===== src/rtl/mlp_pkg.sv =====
// rtl/mlp_pkg.sv - shared MLP constants and argmax sequencer state type
package mlp_pkg;
    localparam int IN_DIM  = 64;
    localparam int H_DIM   = 8;
    localparam int OUT_DIM = 10;
    localparam int ACCW    = 32;
    localparam int CLS_W   = 4;

    typedef enum logic [1:0] {
        IDLE,
        SCAN,
        DONE
    } state_t;
endpackage


===== src/rtl/mlp_argmax_seq_if.sv =====
// rtl/mlp_argmax_seq_if.sv - logit input and classification result handshake bundle
interface mlp_argmax_seq_if #(
    parameter int OUT_DIM = mlp_pkg::OUT_DIM,
    parameter int ACCW    = mlp_pkg::ACCW,
    parameter int CLS_W   = mlp_pkg::CLS_W
) ();
    logic                     in_valid;
    logic                     in_ready;
    logic [OUT_DIM*ACCW-1:0]  logits_flat;
    logic                     out_valid;
    logic                     out_ready;
    logic [CLS_W-1:0]         class_idx;
    logic [ACCW-1:0]          top1_logit;
    logic [ACCW-1:0]          margin;

    // Producer/consumer side (testbench or surrounding datapath)
    modport master (
        output in_valid, logits_flat, out_ready,
        input  in_ready, out_valid, class_idx, top1_logit, margin
    );

    // Argmax sequencer side
    modport slave (
        input  in_valid, logits_flat, out_ready,
        output in_ready, out_valid, class_idx, top1_logit, margin
    );
endinterface


===== src/rtl/mlp_top2_update.sv =====
// rtl/mlp_top2_update.sv - one-logit step of the top1/top2 tracker
module mlp_top2_update #(
    parameter int ACCW  = mlp_pkg::ACCW,
    parameter int CLS_W = mlp_pkg::CLS_W
) (
    input  logic signed [ACCW-1:0] i_v,
    input  logic [CLS_W-1:0]       i_idx,
    input  logic signed [ACCW-1:0] i_top1,
    input  logic signed [ACCW-1:0] i_top2,
    input  logic [CLS_W-1:0]       i_top1_idx,
    input  logic                   i_top2_loaded,
    output logic signed [ACCW-1:0] o_top1,
    output logic signed [ACCW-1:0] o_top2,
    output logic [CLS_W-1:0]       o_top1_idx,
    output logic                   o_top2_loaded
);
    // Index 0 always seeds top1; strict compares keep ties on the lowest index
    always_comb begin
        o_top1        = i_top1;
        o_top2        = i_top2;
        o_top1_idx    = i_top1_idx;
        o_top2_loaded = i_top2_loaded;
        if (i_idx == '0) begin
            o_top1     = i_v;
            o_top1_idx = i_idx;
        end else if (i_v > i_top1) begin
            o_top2        = i_top1;
            o_top2_loaded = 1'b1;
            o_top1        = i_v;
            o_top1_idx    = i_idx;
        end else if (!i_top2_loaded || (i_v > i_top2)) begin
            o_top2        = i_v;
            o_top2_loaded = 1'b1;
        end
    end
endmodule


===== src/rtl/mlp_argmax_seq.sv =====
// rtl/mlp_argmax_seq.sv - sequential argmax with confidence margin over the MLP logits
module mlp_argmax_seq #(
    parameter int OUT_DIM = mlp_pkg::OUT_DIM,
    parameter int ACCW    = mlp_pkg::ACCW,
    parameter int CLS_W   = mlp_pkg::CLS_W
) (
    input  logic            clk,
    input  logic            rst,
    mlp_argmax_seq_if.slave bus
);
    import mlp_pkg::*;

    localparam logic [CLS_W-1:0] LAST_IDX   = CLS_W'(OUT_DIM - 1);
    localparam logic [ACCW-1:0]  MARGIN_MAX = {1'b0, {(ACCW-1){1'b1}}};

    state_t                  r_state;
    logic [OUT_DIM*ACCW-1:0] r_logits;
    logic [CLS_W-1:0]        r_idx;
    logic signed [ACCW-1:0]  r_top1;
    logic signed [ACCW-1:0]  r_top2;
    logic [CLS_W-1:0]        r_top1_idx;
    logic                    r_top2_loaded;
    logic                    r_out_valid;
    logic [CLS_W-1:0]        r_class_idx;
    logic [ACCW-1:0]         r_top1_logit;
    logic [ACCW-1:0]         r_margin;

    logic signed [ACCW-1:0]  w_v;
    logic signed [ACCW-1:0]  w_top1;
    logic signed [ACCW-1:0]  w_top2;
    logic [CLS_W-1:0]        w_top1_idx;
    logic                    w_top2_loaded;
    logic [ACCW:0]           w_diff;
    logic [ACCW-1:0]         w_margin;

    assign w_v = r_logits[int'(r_idx)*ACCW +: ACCW];

    mlp_top2_update #(
        .ACCW  (ACCW),
        .CLS_W (CLS_W)
    ) u_update (
        .i_v           (w_v),
        .i_idx         (r_idx),
        .i_top1        (r_top1),
        .i_top2        (r_top2),
        .i_top1_idx    (r_top1_idx),
        .i_top2_loaded (r_top2_loaded),
        .o_top1        (w_top1),
        .o_top2        (w_top2),
        .o_top1_idx    (w_top1_idx),
        .o_top2_loaded (w_top2_loaded)
    );

    // Sign-extended difference cannot overflow; top1 >= top2 so the MSB stays clear
    assign w_diff   = {w_top1[ACCW-1], w_top1} - {w_top2[ACCW-1], w_top2};
    assign w_margin = (!w_top2_loaded || w_diff[ACCW] || w_diff[ACCW-1]) ? MARGIN_MAX
                                                                         : w_diff[ACCW-1:0];

    assign bus.in_ready   = (r_state == IDLE) && !rst;
    assign bus.out_valid  = r_out_valid;
    assign bus.class_idx  = r_class_idx;
    assign bus.top1_logit = r_top1_logit;
    assign bus.margin     = r_margin;

    // Capture -> scan one logit per cycle -> hold result until consumed
    always_ff @(posedge clk) begin
        if (rst) begin
            r_state       <= IDLE;
            r_logits      <= '0;
            r_idx         <= '0;
            r_top1        <= '0;
            r_top2        <= '0;
            r_top1_idx    <= '0;
            r_top2_loaded <= 1'b0;
            r_out_valid   <= 1'b0;
            r_class_idx   <= '0;
            r_top1_logit  <= '0;
            r_margin      <= '0;
        end else begin
            case (r_state)
                IDLE: begin
                    if (bus.in_valid) begin
                        r_logits      <= bus.logits_flat;
                        r_idx         <= '0;
                        r_top1        <= '0;
                        r_top2        <= '0;
                        r_top1_idx    <= '0;
                        r_top2_loaded <= 1'b0;
                        r_state       <= SCAN;
                    end
                end
                SCAN: begin
                    r_top1        <= w_top1;
                    r_top2        <= w_top2;
                    r_top1_idx    <= w_top1_idx;
                    r_top2_loaded <= w_top2_loaded;
                    if (r_idx == LAST_IDX) begin
                        r_state      <= DONE;
                        r_out_valid  <= 1'b1;
                        r_class_idx  <= w_top1_idx;
                        r_top1_logit <= w_top1;
                        r_margin     <= w_margin;
                    end else begin
                        r_idx <= r_idx + 1'b1;
                    end
                end
                DONE: begin
                    if (bus.out_ready) begin
                        r_out_valid <= 1'b0;
                        r_state     <= IDLE;
                    end
                end
                default: r_state <= IDLE;
            endcase
        end
    end
endmodule


===== src/flat_wrapper.sv =====
// flat-port wrapper written by rule: the top's interface ports become plain ports
module mlp_argmax_seq_flat import mlp_pkg::*;
#(
    parameter int OUT_DIM = mlp_pkg::OUT_DIM,
    parameter int ACCW    = mlp_pkg::ACCW,
    parameter int CLS_W   = mlp_pkg::CLS_W
)
  (clk, rst, bus_in_valid, bus_logits_flat, bus_out_ready, bus_in_ready, bus_out_valid, bus_class_idx, bus_top1_logit, bus_margin);
  mlp_argmax_seq_if #(.OUT_DIM(OUT_DIM), .ACCW(ACCW), .CLS_W(CLS_W)) bus_i ();
  input  logic clk;
  input  logic rst;
  input wire logic [$bits(bus_i.in_valid)-1:0] bus_in_valid;
  input wire logic [$bits(bus_i.logits_flat)-1:0] bus_logits_flat;
  input wire logic [$bits(bus_i.out_ready)-1:0] bus_out_ready;
  output wire logic [$bits(bus_i.in_ready)-1:0] bus_in_ready;
  output wire logic [$bits(bus_i.out_valid)-1:0] bus_out_valid;
  output wire logic [$bits(bus_i.class_idx)-1:0] bus_class_idx;
  output wire logic [$bits(bus_i.top1_logit)-1:0] bus_top1_logit;
  output wire logic [$bits(bus_i.margin)-1:0] bus_margin;
  assign bus_i.in_valid = bus_in_valid;
  assign bus_i.logits_flat = bus_logits_flat;
  assign bus_i.out_ready = bus_out_ready;
  assign bus_in_ready = bus_i.in_ready;
  assign bus_out_valid = bus_i.out_valid;
  assign bus_class_idx = bus_i.class_idx;
  assign bus_top1_logit = bus_i.top1_logit;
  assign bus_margin = bus_i.margin;
  mlp_argmax_seq #(.OUT_DIM(OUT_DIM), .ACCW(ACCW), .CLS_W(CLS_W)) u_core (.clk(clk), .rst(rst), .bus(bus_i));
endmodule

===== config.mk =====
export PLATFORM = sky130hd
export DESIGN_NAME = mlp_argmax_seq_flat
export DESIGN_NICKNAME = d
export VERILOG_FILES = /design/src/rtl/mlp_pkg.sv /design/src/rtl/mlp_argmax_seq_if.sv /design/src/rtl/mlp_top2_update.sv /design/src/rtl/mlp_argmax_seq.sv /design/src/flat_wrapper.sv
export SDC_FILE = /design/constraint.sdc
export NUM_CORES = 1
export LEC_CHECK = 0
export CORE_ASPECT_RATIO = 0.75
export CORE_MARGIN = 2
export CORE_UTILIZATION = 42
export CTS_CLUSTER_SIZE = 40
export DETAILED_ROUTE_END_ITERATION = 12
export DONT_BUFFER_PORTS = 1
export GPL_TIMING_DRIVEN = 0
export MAX_ROUTING_LAYER = met4
export PLACE_DENSITY = 0.63
export REMOVE_ABC_BUFFERS = 1
export SETUP_SLACK_MARGIN = 0.05
export SLEW_MARGIN = 20
export SYNTH_ARGS = -nofsm -noshare
export SYNTH_HDL_FRONTEND = slang
export SYNTH_HIERARCHICAL = 1
export SYNTH_SLANG_ARGS = --single-unit
export TNS_END_PERCENT = 10

===== constraint.sdc =====
create_clock -name clk -period 7.4 [get_ports clk]
set_input_delay 0.74 -clock clk [delete_from_list [all_inputs] [get_ports clk]]
set_output_delay 0.74 -clock clk [all_outputs]
set_load 0.005 [all_outputs]

-- After elaboration in Yosys (flattened, before gate mapping)
Index checks and enable logic that the tools add are counted.
- add/subtract/negate cells: 2
- magnitude comparators: 2
- equal/unequal tests: 7
- shift operators: 1
- mux-type cells: 27
- reductions and logical operators: 17
- operators with widths (operator ; number):
    $shiftx A320 B10 Y32 ; 1
    $mux W32 ; 7
    $pmux W32 S2 ; 2
    $gt A32 B32 Y1 ; 2
    $sub A32 B32 Y33 ; 1
    $mux W4 ; 4
    $pmux W4 S2 ; 2
    $reduce_and A3 Y1 ; 3
    $mux W1 ; 6
    $mux W2 ; 3
    $ne A2 B2 Y1 const B ; 3
    $pmux W2 S3 ; 1
    $reduce_and A2 Y1 ; 3
    $add A4 B1 Y4 const B ; 1
    $eq A4 B4 Y1 const B ; 1
    $logic_not A4 Y1 ; 1
    $pmux W1 S2 ; 2
    $reduce_bool A2 Y1 ; 2
    $logic_not A1 Y1 ; 3
    $logic_or A1 B1 Y1 ; 3
    $eq A2 B1 Y1 const B ; 1
    $eq A2 B2 Y1 const B ; 1
    $logic_not A2 Y1 ; 1
    $ne A2 B1 Y1 const B ; 1
    $logic_and A1 B1 Y1 ; 1
- bits in registers: 464
- input port bits: 324
- output and inout bits: 70
- word-level logic and storage cells: 67

-- Longest topological paths before layout
- depth after elaboration: 10
- gate-level depth with buffers: 30
- depth with buffers taken out: 24

-- Hierarchy
Netlist, hierarchy kept.
- modules (own cells, without submodules) (module ; instances ; cells each ; area an instance (um^2) ; sequential area each (um^2)):
    mlp_argmax_seq ; 1 ; 2508 ; 20578.5 ; 9288.9
    mlp_top2_update ; 1 ; 396 ; 2573.7 ; 0.0

-- Worst setup path before layout
No wires, ideal clock.
- kind: reg2reg
- start: register u_core.r_idx[0]
- end: register u_core.r_margin[7], in the netlist u_core/bus.margin[7]
- setup time: 157 ps
- arrival: 6323 ps
- data required time: 7243 ps
- setup slack: 920 ps
- cell stages (with the launch flop): 28
- buffers on the path: 5
- period minus slack after synthesis: 6480 ps
- path through: dfxtp_1 clkbuf_1 buf_1 mux4_2 mux2i_1 o22ai_1 ha_1 nor2b_1 o211ai_1 a2111o_1 o211ai_1 a31oi_2 o21a_1 buf_2 buf_2 o21ai_0 inv_1 ha_1 fa_1 nand2b_1 a21oi_2 o221ai_2 o311a_1 o31ai_2 o311ai_2 o21ai_2 buf_6 a311oi_2
- elaborated cells on any way between the ends: 20
- classes of those cells: add/sub: 1; order compare: 2; eq/ne: 1; shift: 1; mux: 9; reduce/logical: 6
- RTL lines (element ; RTL line ; source):
    from (decl) ; mlp_argmax_seq.sv:18 ; logic [CLS_W-1:0] r_idx;
    from (signal assigned) ; mlp_argmax_seq.sv:104 ; r_idx <= r_idx + 1'b1;
    $shiftx A320 B10 Y32 (*) ; mlp_argmax_seq.sv:36 ; assign w_v = r_logits[int'(r_idx)*ACCW +: ACCW];
    named net u_core.w_v[1] ; mlp_argmax_seq.sv:28 ; logic signed [ACCW-1:0] w_v;
    $gt A32 B32 Y1 (*) ; mlp_top2_update.sv:26 ; end else if (i_v > i_top1) begin
    $mux W32 (*) ; mlp_top2_update.sv:26 ;
    $mux W32 (*) ; mlp_top2_update.sv:23 ; if (i_idx == '0) begin
    named net u_core.w_top1[0] ; mlp_argmax_seq.sv:29 ; logic signed [ACCW-1:0] w_top1;
    $sub A32 B32 Y33 (*) ; mlp_argmax_seq.sv:55 ; assign w_diff = {w_top1[ACCW-1], w_top1} - {w_top2[ACCW-1], w_top2};
    $logic_or A1 B1 Y1 (2 in a row) ; mlp_argmax_seq.sv:56 ; assign w_margin = (!w_top2_loaded || w_diff[ACCW] || w_diff[ACCW-1]) ? MARGIN_MAX
    $mux W32 (*) ; mlp_argmax_seq.sv:56 ;
    to (signal assigned) ; mlp_argmax_seq.sv:102 ; r_margin <= w_margin;
    to (decl) ; mlp_argmax_seq.sv:26 ; logic [ACCW-1:0] r_margin;
The timed path passes the listed nets; every way through them passes the cells marked *.
A chain may end at the register's enable or synchronous reset.

-- Final worst setup path
- start: register u_core.r_idx[0]
- end: register u_core.r_margin[2], in the netlist u_core/bus.margin[2]
- word-level cells in the longest chain between the ends: 10
- elaborated cells on any way between the ends: 20
- classes of those cells: add/sub: 1; order compare: 2; eq/ne: 1; shift: 1; mux: 9; reduce/logical: 6
- RTL lines (element ; RTL line ; source):
    $shiftx A320 B10 Y32 (*) ; mlp_argmax_seq.sv:36 ;
    named net u_core.w_v[14] ; mlp_argmax_seq.sv:28 ;
    $gt A32 B32 Y1 ; mlp_top2_update.sv:31 ; end else if (!i_top2_loaded || (i_v > i_top2)) begin
    $logic_or A1 B1 Y1 ; mlp_top2_update.sv:31 ;
    $mux W32 ; mlp_top2_update.sv:31 ;
    $mux W32 (*) ; mlp_top2_update.sv:26 ;
    $mux W32 (*) ; mlp_top2_update.sv:23 ;
    named net u_core.w_top2[16] ; mlp_argmax_seq.sv:30 ; logic signed [ACCW-1:0] w_top2;
    $sub A32 B32 Y33 (*) ; mlp_argmax_seq.sv:55 ;
    $logic_or A1 B1 Y1 ; mlp_argmax_seq.sv:56 ;
    $logic_or A1 B1 Y1 (*) ; mlp_argmax_seq.sv:56 ;
    $mux W32 (*) ; mlp_argmax_seq.sv:56 ;
Marks and branches as above.

==> results.md <==
- Die height: roughly 210 µm
- Number of global-route vias before repair: between 15000 and 20000
- Chip Width: about 280 µm
- Max Clk Rate: roughly 140 MHz
- First-pass GRT wire length: 108600 µm
- Compound-Gate Fraction of Synth Area: roughly a fifth
- Max cap viols: 0
- CTS H-Tree Depth: 2
- Non-Filler Instances: about 3600
- Worst Path Max Fanout: 26
- Vias per cell: roughly 5.7
- Hold crit path type: input port to register
- Unrepaired setup endpoints after global routing: no
- Diode count: 0
- Status: complete, no violations
- Reg2reg end: u_core/bus.margin[2]
- WP depth: 28
- Synth Area in Simple Gates: 19.28%
- Number of flops mapped to enable cells by yosys: 0
- Boundary Pins: 394
- Initial antenna violation count: 0
- Final hold vios: 0
- Buffers on Ports: 0
- Synth Area in Adders: approximately 5.4%
- Total power: 7.340 mW
- Flop-to-flop setup slack: around 0.26 ns
- Asr flop ratio synth: 0%
- Yosys top cell area share: between 40% and 50%
- Worst path max stage delay: roughly 0.50 ns
- Area growth, synth to finish: 15.30%
- Num CTS Buffers: 49
- Fin. max-slew vios: 0
- Clock transition at path regs: 0.06 ns
- P_leak: between 9 and 10 nW
- Final min period: about 7.1 ns
- DRC Markers: 0
- Rows: 74
- Die footprint: 57040 µm²
- Setup CP Type: register to register
- Worst Tran Pin Value: a little over 1 ns
- Crit path max-delay family: compound AO/OA/AOI/OAI gates
- Hold path startpoint: rst
- CTS tree: built
- Multiplexer share of the synthesized area: a little under a tenth
- Hold Crit Endpoint: u_core/r_logits[88]
- Largest cells by area after synthesis: dfxtp_1 (40%), nand2_1 (14%), a21oi_1 (10%)
- Routed WL: ~71000 µm
- Max-slew headroom: 32.15%
- Final setup margin: 0.2581 ns
- Power density cells: about 270 nW/µm²
- Gr usage total: between 20% and 30%
- YS warnings: 6
- Xor/xnor cell area share of the yosys netlist: less than 1%
- Largest net degree at the start of global routing: between 400 and 500
- CP bufs+invs: 8
- Sink Count: approximately 460
- Layout cells sized above 1: 11.38%
- Total negative slack: 0 ns
- Antenna Nets Post-Route: 0
- Pre-CTS WS: -1.302 ns
- Initial Util: 42.53%
- Critical Path RT: 7.88 ns
- Hold-critical path depth: 1
- WL per Instance: approximately 20 µm
- Ys flop type: dfxtp_1
- Critical Path Sink Type: register
- Number of cells produced by synthesis: between 2000 and 3000
- First-pass DRT Iterations: 6
- Hpwl dp: ~48000 µm
- Remaining global-route overflow: 0
- Latest clock arrival within the worst-skew pair: 0.60 ns
- Arrival time worst endpoint: 7.62 ns
- Post-layout nets: ~3200
- Worst Skew: 0.02319 ns
- Post-synthesis sequential area ratio: 40.12%
- Bufs on Longest Clock Path: 3
- Area leader, netlist: dfxtp_1
- Final setup viols: 0
- Yosys cell types: 63
- Synthesized flop and latch total: roughly 460
- Area of the core: 54440 µm²
- Routability congestion estimate from global placement: just over 0.9
- Fin crit share: a little over nine tenths
- Filler cells: 5158
- Netlist Area Pre-Place: between 20000 and 25000 µm²
- Worst r2r src: u_core/r_idx[0]
- Multi-input logic area: between 10000 and 15000 µm²
- Average size of a mapped cell: approximately 8.0 µm²
- DR vias: 20460
- VDD IR-drop max: 243.6 µV
- Storage cell area: roughly 9300 µm²
- Reg2reg path depth: 28
- Cells after DPL: around 3400
- DRT iter0 DRCs: around 1700
- Main combinational cell family by area after synthesis: simple AND/OR/NAND/NOR gates
- CP startpoint kind: register
- Root Driver: clkbuf_16
- Crit-path slowest cell: mux4_2
per-stage QoR:
| step | util [%] | instance area, µm² | hold WS, ns |
|---|---|---|---|
| after global placement | 42.51 | 23140 | 0.4376 |
| after floorplan | - | 22240 | 0.4271 |
| final | 49.03 | 26700 | 0.2059 |
| after CTS | 47.88 | 26070 | 0.2053 |
| after global routing | 49.03 | 26700 | 0.1945 |
| after detailed placement | 43.96 | 23930 | 0.4426 |
synth_stat cells, types with 18 or more instances:
cell / n
mux2i_1: 71
a311oi_2: 25
a21oi_1: 479
clkbuf_1: 185
a222oi_1: 32
ha_1: 98
nand3_1: 91
inv_1: 137
o21ai_0: 56
mux4_2: 64
dfxtp_1: 464
buf_1: 18
o22ai_1: 35
nor2_1: 69
nand2_1: 855
metal layers:
metal | global-route usage, % | vias up | part of all wire (%) | routed length, µm
met5 | - | - | 0 | 0
met2 | 37.69 | 719 | 45 | 32380
met1 | 32.34 | 9812 | 44 | 31740
met3 | 5.055 | 117 | 7.7 | 5518
li1 | - | 9812 | - | -
met4 | 7.679 | 0 | 2.5 | 1799
where the power goes:
group | switching [mW] | leakage, nW | internal, mW
registers | 0.0637 | 3.80 | 2.62
logic | 1.18 | 4.89 | 0.789
clock network | 1.08 | 0.863 | 1.60
kinds of logic after synthesis:
| group | after synthesis |
|---|---|
| simple gates | 1097 |
| compound gates | 723 |
| flops | 464 |
| buf+inv | 361 |
| mux | 136 |
| fa+ha+maj | 99 |
| xor+xnor | 24 |
worst register-to-register path, delay by kind of cell (launching register included):
kind | cells | cell delay, ns
flops | 1 | 0.41
fa+ha+maj | 2 | 0.78
simple gates | 3 | 0.71
compound gates | 13 | 3.11
mux | 2 | 0.69
buf+inv | 8 | 1.33
area by class of cell:
class                           instances  area share [%]
Multi-Input combinational cell       2081           48.14
Sequential cell                       464           34.85
Clock buffer                           70           5.531
Timing Repair Buffer                   83           5.057
Tap cell                              722           3.384
Inverter                              137           1.926
Clock inverter                         20           1.111
worst max path at each step:
stage	start	to	slack, ns
2_1_floorplan	u_core/r_idx[0]	u_core/bus.margin[10]	-4.11
3_3_place_gp	u_core/r_idx[0]	u_core/bus.margin[20]	-9.40
3_5_place_dp	u_core/r_idx[0]	u_core/bus.margin[15]	-1.30
4_1_cts	u_core/r_idx[2]	u_core/bus.margin[3]	0.06
5_1_grt	u_core/r_idx[0]	u_core/bus.margin[3]	0.004
6_report	u_core/r_idx[0]	u_core/bus.margin[2]	0.26
cells in the final DEF, fill, tap and decap left out, drive strengths merged, types with 5 or more instances in the layout:
cell type  instances
xor2              17
buf               77
clkinv             8
nor2              69
nand2            855
dfxtp            464
o21ai             58
nand3             91
o22ai             35
o211ai            12
and3              11
a21oi            481
o21a              10
nand2b            10
o21bai             9
xnor2              7
nor3              13
clkbuf            74
nor2b              6
mux4              64
ha                98
a211oi             7
mux2i             71
a21o              16
inv              139
nor4               5
a31oi             15
nand4             16
bufinv             6
a222oi            32
a311oi            25
what timing repair did:
action / in CTS / in global routing
resized for setup: 15 / 47
hold buffers: 0 / 0
cloned: 5 / 3
buffers inserted: 14 / 34
setup endpoints to repair: 31 / 31
pin swaps: 5 / 25
registers in the layout (all words and copies together) (netlist names):
name	count
u_core/bus.out_valid	1
u_core/r_top2_loaded	1
u_core/r_top1_idx	4
u_core/r_top1	32
u_core/r_idx	4
u_core/r_logits	320
u_core/r_top2	32
u_core/r_state	2
u_core/bus.margin	32
u_core/bus.top1_logit	32
u_core/bus.class_idx	4
(Power assumes the default switching activity.)
